===== src/rtl/key_conditioner.sv =====
// Pushbutton front end: synchronise, debounce, press/release strobes and menu chord.
// Define AUTOREPEAT_EN to build auto-repeat press strobes on KEY[1] and KEY[2].
module key_conditioner #(
    parameter int DEBOUNCE_CYCLES = 1000000,
    parameter int REPEAT_DELAY    = 25000000,
    parameter int REPEAT_PERIOD   = 10000000
) (
    input  logic       CLOCK_50,
    input  logic       RESET_N,
    input  logic [3:0] KEY,
    output logic [3:0] key_level,
    output logic [3:0] key_press,
    output logic [3:0] key_release,
    output logic       chord_menu
);
    localparam int            CW       = $clog2(DEBOUNCE_CYCLES) + 1;
    localparam logic [CW-1:0] CNT_LAST = CW'(DEBOUNCE_CYCLES - 1);

    logic [3:0]    r_s1;
    logic [3:0]    r_s2;
    logic [3:0]    r_level;
    logic [3:0]    r_press;
    logic [3:0]    r_release;
    logic [CW-1:0] r_cnt [4];
    logic          r_chordTerm;
    logic          r_chord;
    logic [3:0]    w_accept;
    logic [3:0]    w_repeat;

    // KEY is active-low and asynchronous; invert before the two-flop synchroniser.
    always_ff @(posedge CLOCK_50 or negedge RESET_N) begin
        if (!RESET_N) begin
            r_s1 <= '0;
            r_s2 <= '0;
        end else begin
            r_s1 <= ~KEY;
            r_s2 <= r_s1;
        end
    end

    always_comb begin
        w_accept = '0;
        for (int i = 0; i < 4; i++) begin
            w_accept[i] = (r_s2[i] != r_level[i]) && (r_cnt[i] == CNT_LAST);
        end
    end

    always_ff @(posedge CLOCK_50 or negedge RESET_N) begin
        if (!RESET_N) begin
            for (int i = 0; i < 4; i++) begin
                r_cnt[i] <= '0;
            end
            r_level   <= '0;
            r_press   <= '0;
            r_release <= '0;
        end else begin
            for (int i = 0; i < 4; i++) begin
                if ((r_s2[i] == r_level[i]) || w_accept[i]) begin
                    r_cnt[i] <= '0;
                end else begin
                    r_cnt[i] <= r_cnt[i] + CW'(1);
                end
            end
            r_level   <= r_level ^ w_accept;
            r_press   <= (w_accept & r_s2) | w_repeat;
            r_release <= w_accept & ~r_s2;
        end
    end

    // The chord strobe fires once per rise of the combined KEY[3:1] level.
    always_ff @(posedge CLOCK_50 or negedge RESET_N) begin
        if (!RESET_N) begin
            r_chordTerm <= 1'b0;
            r_chord     <= 1'b0;
        end else begin
            r_chordTerm <= &r_level[3:1];
            r_chord     <= (&r_level[3:1]) & ~r_chordTerm;
        end
    end

`ifdef AUTOREPEAT_EN
    localparam int            RMAX        = (REPEAT_DELAY > REPEAT_PERIOD) ? REPEAT_DELAY : REPEAT_PERIOD;
    localparam int            RW          = $clog2(RMAX) + 1;
    localparam logic [RW-1:0] DELAY_LAST  = RW'(REPEAT_DELAY - 1);
    localparam logic [RW-1:0] PERIOD_LAST = RW'(REPEAT_PERIOD - 1);

    logic [RW-1:0] r_rep [1:2];
    logic [2:1]    r_repeating;
    logic [2:1]    w_repHit;

    always_comb begin
        w_repeat = '0;
        w_repHit = '0;
        for (int i = 1; i <= 2; i++) begin
            w_repHit[i] = (r_rep[i] == (r_repeating[i] ? PERIOD_LAST : DELAY_LAST));
            w_repeat[i] = r_level[i] & ~r_level[3] & w_repHit[i];
        end
    end

    // Holding KEY[3] restarts the delay so the chord never scrolls the menu.
    always_ff @(posedge CLOCK_50 or negedge RESET_N) begin
        if (!RESET_N) begin
            r_rep[1]    <= '0;
            r_rep[2]    <= '0;
            r_repeating <= '0;
        end else begin
            for (int i = 1; i <= 2; i++) begin
                if (!r_level[i] || r_level[3]) begin
                    r_rep[i]       <= '0;
                    r_repeating[i] <= 1'b0;
                end else if (w_repHit[i]) begin
                    r_rep[i]       <= '0;
                    r_repeating[i] <= 1'b1;
                end else begin
                    r_rep[i] <= r_rep[i] + RW'(1);
                end
            end
        end
    end
`else
    always_comb begin
        w_repeat = '0;
    end
`endif

    assign key_level   = r_level;
    assign key_press   = r_press;
    assign key_release = r_release;
    assign chord_menu  = r_chord;

endmodule


===== config.mk =====
export PLATFORM = sky130hd
export DESIGN_NAME = key_conditioner
export DESIGN_NICKNAME = d
export VERILOG_FILES = /design/src/rtl/key_conditioner.sv
export SDC_FILE = /design/constraint.sdc
export NUM_CORES = 1
export LEC_CHECK = 0
export BUFFER_PORTS_ARGS = -buffer_cell sky130_fd_sc_hd__buf_2
export CORE_MARGIN = 4
export CORE_UTILIZATION = 50
export CTS_CLUSTER_DIAMETER = 100
export CTS_CLUSTER_SIZE = 8
export DETAILED_ROUTE_END_ITERATION = 8
export PLACE_DENSITY_LB_ADDON = 0.12
export SLEW_MARGIN = 20
export SYNTH_ARGS = -nofsm -noshare
export SYNTH_HDL_FRONTEND = slang
export SYNTH_SLANG_ARGS = --single-unit

===== constraint.sdc =====
create_clock -name CLOCK_50 -period 3.35 [get_ports CLOCK_50]
set_input_delay 0.1675 -clock CLOCK_50 [delete_from_list [all_inputs] [get_ports CLOCK_50]]
set_output_delay 0.1675 -clock CLOCK_50 [all_outputs]
set_load 0.01 [all_outputs]

# Yosys cells after proc, flatten, opt, wreduce, memory -nomap -nowiden

Cells that the tools add are included.

Logic and storage cells: 47
Bits of input ports: 6
Flip-flop bits (word level): 106

Multiplexer cells: 4
Bitwise logic cells: 7
Eq/ne operators: 12
Add/subtract/negate cells: 4
Reductions and logical operators: 9

Operators with widths:

| kind                                                              | count |
|---|---|
| 21-bit by 1-bit adder with 21-bit output, second input constant   | 4 |
| 21-bit by 20-bit == test with 1-bit output, second input constant | 4 |
| 21-bit two-way mux                                                | 4 |
| 4-bit bitwise AND                                                 | 2 |
| 4-bit inverter                                                    | 2 |
| 1-bit == test                                                     | 4 |
| 1-bit logical AND                                                 | 4 |
| 1-bit logical OR                                                  | 4 |
| 1-bit != test                                                     | 4 |
| 4-bit bitwise XOR                                                 | 1 |
| 3-bit AND reduction                                               | 1 |
| 1-bit bitwise AND                                                 | 1 |
| 1-bit inverter                                                    | 1 |

# Longest topological paths before layout

Word-level depth: 4
Mapped depth: 7
Mapped depth without buffers: 5

# Least setup slack after synthesis

Ideal clock, no wire load.

Kind: register -> register
Start: register r_cnt[21] (netlist bit)
End: register with a tool-made name
Clock period less this slack: 2.026 ns
Setup slack: 1.324 ns
Data arrival time: 1.901 ns
Library setup time: 0.125 ns
Buffers on the path: 0
Data required time: 3.225 ns
Cell stages (with the launch flop): 6
Cell sequence: dfrtp_1 ha_1 nand3_2 or4_4 or2_2 mux2_4

RTL lines:

| item                            | RTL line | source |
|---|---|---|
| start, declared                 | 24       | `logic [CW-1:0] r_cnt [4];` |
| start signal, assigned by index | 61       | `r_cnt[i] <= r_cnt[i] + CW'(1);` |

# Worst setup path in the final report

Start: register r_cnt[42] (netlist bit)
End: register r_cnt[56] (netlist bit)

Word-level cells in the longest chain between the ends: 4
Elaborated cells between the ends (all ways): 5

RTL lines:

| item                                                                                             | RTL line | source |
|---|---|---|
| parallel branches: the longest is 3 deep, another holds 21-bit by 1-bit adder with 21-bit output | n/a      |  |
| 21-bit two-way mux (*)                                                                           | 58       | `if ((r_s2[i] == r_level[i]) \|\| w_accept[i]) begin` |

Mark *: on every way between the ends.

==> impl_metrics.yaml <==
final_layout:
  finalNonFillerCells: 651
  layout_common_cells: "dfrtp_1 (106), nor2_1 (63), xnor2_1 (33)"
  area_delta_synth_final_pct: 9.21
  num_antenna_cells: 0
  drive_gt1_share_pct: 10.8
  final_common_cell: "dfrtp_1"
  fillers: 904
  nets: 523
place:
  pre_cts_ws_ns: 0.960
  post-dp-hpwl_um: 6230
  placedCellCount: 630
  gp_congestion: 0.819
  numPortBuffers: 18
clock_network:
  cts_tree: "built"
  htree_levels: 3
  root_buffer: "clkbuf_8"
  cts_buffers: 9
  clkSinkCount: 106
  cts_setup_buffers: 0
  clk_path_buf_depth: 2
  cts_hold_buf: 5
  cts.repair.resized: 0
  insertion_delay_ns: 0.38
  clkSlewWorstSetupHoldPaths_ns: 0.11
worst_setup_path:
  worst-path-max-fanout: 19
  cp_data_required_time_ns: 3.55
  worst-setup-path-type: "flip-flop to flip-flop"
  rrSetupSlack_ns: 0.97
  rr_endpoint: "r_cnt[56]"
  cp-end-kind: "flip-flop"
  cp_data_arrival_time_ns: 2.59
  r2r_start: "r_cnt[42]"
  r2r_cells: 4
  startpoint_type: "flip-flop"
timing:
  rsz0062_at_grt: "no"
  setup_violations: 0
  worst_slew_pin_slew_ns: 1.03
  fmax_mhz: 420
  timing_max_transition_violations_final: 0
  post-route-period-util_pct: 71.1
  final.setup.tns_ns: 0
  maxSlewHeadroom_pct: 31.4
  hold_viol_final: 0
  finalClockSkew_ns: 0.0187
  worst_slack_ns: 0.968
  fin_crit_ns: 2.38
floorplan:
  start_util_pct: 51.2
  core_um2: 9770
  die_h_um: 108
  die_area_um2: 11700
  row_count: 36
  die_w_um: 108
  io_pins: 19
synth:
  yosys_most_used_dff: "dfrtp_1"
  synth_compound_area_share_pct: 6.73
  synthXorXnorAreaFrac_pct: 9.98
  ys_seq_elements: 106
  synth_edf_count: 0
  synthSimpleGateAreaFrac_pct: 26.2
  syn_area_um2: 5000
  syn_avg_cell_area_um2: 10.2
  synth_top_family_by_area: "simple AND/OR/NAND/NOR gates"
  ys_types: 37
  synth_nets: 499
  synth_adder_area_share_pct: 1.00
  synth_mux_area_share_pct: 0.976
  ys_seq_area_share_pct: 53.0
  ys_warn_count: 0
  netlist_instances: 489
  synthArstFlopShare_pct: 100
detailed_routing:
  routed_wirelength_um: 9260
  drtPass1Iterations: 4
  drt_iter0_markers: 140
  via_count: 3582
  routedWlPerCell_um: 14.2
  vias_per_cell: 5.50
  drc: 0
  ant_nets: 0
global_routing:
  grt_max_degree: 76
  antenna_found_initial: 0
  grt_pass1_vias: 3441
  overflow: 0
  grt_pass1_wl_um: 16300
  grtUsageTotal_pct: 17.4
power_and_ir_drop:
  power_density_nw_per_um2: 393
  peakVddDrop_v: 0.000329
  power.leakage_nw: 2.24
worst_hold_path:
  holdPathEnd: "r_s2[0]"
  worstHoldPathCells: 0
  hp-class: "flip-flop to flip-flop"
  hp-start: "r_s1[0]"
status:
  status: "finished, final reports clean"
run:
  drv_cap: 0
-- cell families after synthesis --
| family | Yosys count |
|---|---|
| buf+inv | 26 |
| fa+ha+maj | 4 |
| simple gates | 242 |
| xor+xnor | 57 |
| flops | 106 |
| mux | 4 |
| compound gates | 50 |
-- through the flow --
stage | hold slack [ns] | instance area [µm²] | total power [W] | utilization (%)
after floorplan | -0.128 | 5000 | 0.00137 | -
after global placement | 0.316 | 5220 | 0.00141 | 53.4
after detailed placement | 0.316 | 5220 | 0.00141 | 53.4
after CTS | 0.361 | 5460 | 0.00218 | 55.9
after global routing | 0.376 | 5460 | 0.00224 | 55.9
final | 0.359 | 5460 | 0.00215 | 55.9
-- cell type report --
| cell class | count | area [µm²] | area share [%] |
|---|---|---|---|
| Clock inverter | 7 | 63.8 | 1.17 |
| Clock buffer | 9 | 124 | 2.27 |
| Tap cell | 133 | 166 | 3.05 |
| Multi-Input combinational cell | 357 | 2240 | 41.1 |
| Inverter | 14 | 52.6 | 0.962 |
| Timing Repair Buffer | 25 | 158 | 2.89 |
| Sequential cell | 106 | 2650 | 48.6 |
-- metal layers --
metal / global-route usage (%) / share of wire [%] / up-vias
li1: - / - / 1793
met1: 25.2 / 51 / 1731
met2: 25.9 / 44 / 53
met3: 4.30 / 3.6 / 5
met4: 5.95 / 0.92 / 0
met5: 0 / 0 / -
-- state kept, by name (all words and copies together) (netlist names), named ones only --
signal / cells
r_s2: 4
r_cnt: 84
r_chordTerm: 1
r_s1: 4
key_press: 4
key_release: 4
chord_menu: 1
-- worst max path at each step --
stage                          from        end  slack (ns)
final                     r_cnt[42]  r_cnt[56]        0.97
after global routing      r_cnt[42]  r_cnt[49]        0.70
after CTS                 r_cnt[42]  r_cnt[56]        0.93
after detailed placement  r_cnt[42]  r_cnt[56]        0.96
after global placement    r_cnt[42]  r_cnt[47]        1.08
after floorplan           r_cnt[21]  flip-flop        1.32
-- synth_stat cells (all sizes together) (3+ instances only) --
master	number	area share (%)
a21oi	23	2.4
or3	14	1.8
inv	14	1.1
clkbuf	7	0.53
or4	9	1.5
nand3	31	3.3
buf	5	0.50
ha	4	1.0
mux2	4	0.98
xor2	24	4.2
nand4	29	3.6
nor4	14	1.8
dfrtp	106	53
nor2	63	4.7
o31ai	6	0.90
nor3	13	1.3
and2	4	0.50
nand2	28	2.1
nor3b	10	1.5
a31o	5	0.88
and3	9	1.1
xnor2	33	5.8
and4	7	1.3
o21ai	14	1.5
nor4b	3	0.53
-- critical path, cell delays in order, from the launching register on --
cell,delay [ns]
dfrtp_1,0.41
ha_1,0.20
nand3_1,0.39
o41ai_4,1.06
nor2_1,0.15
-- power by group --
part	leakage (nW)	internal, W	switching (W)
clock	0.0918	0.000284	0.000474
combinational	0.694	0.0000242	0.0000515
sequential	1.45	0.00130	0.0000168
Note: power is estimated with default switching activity, not from simulation.
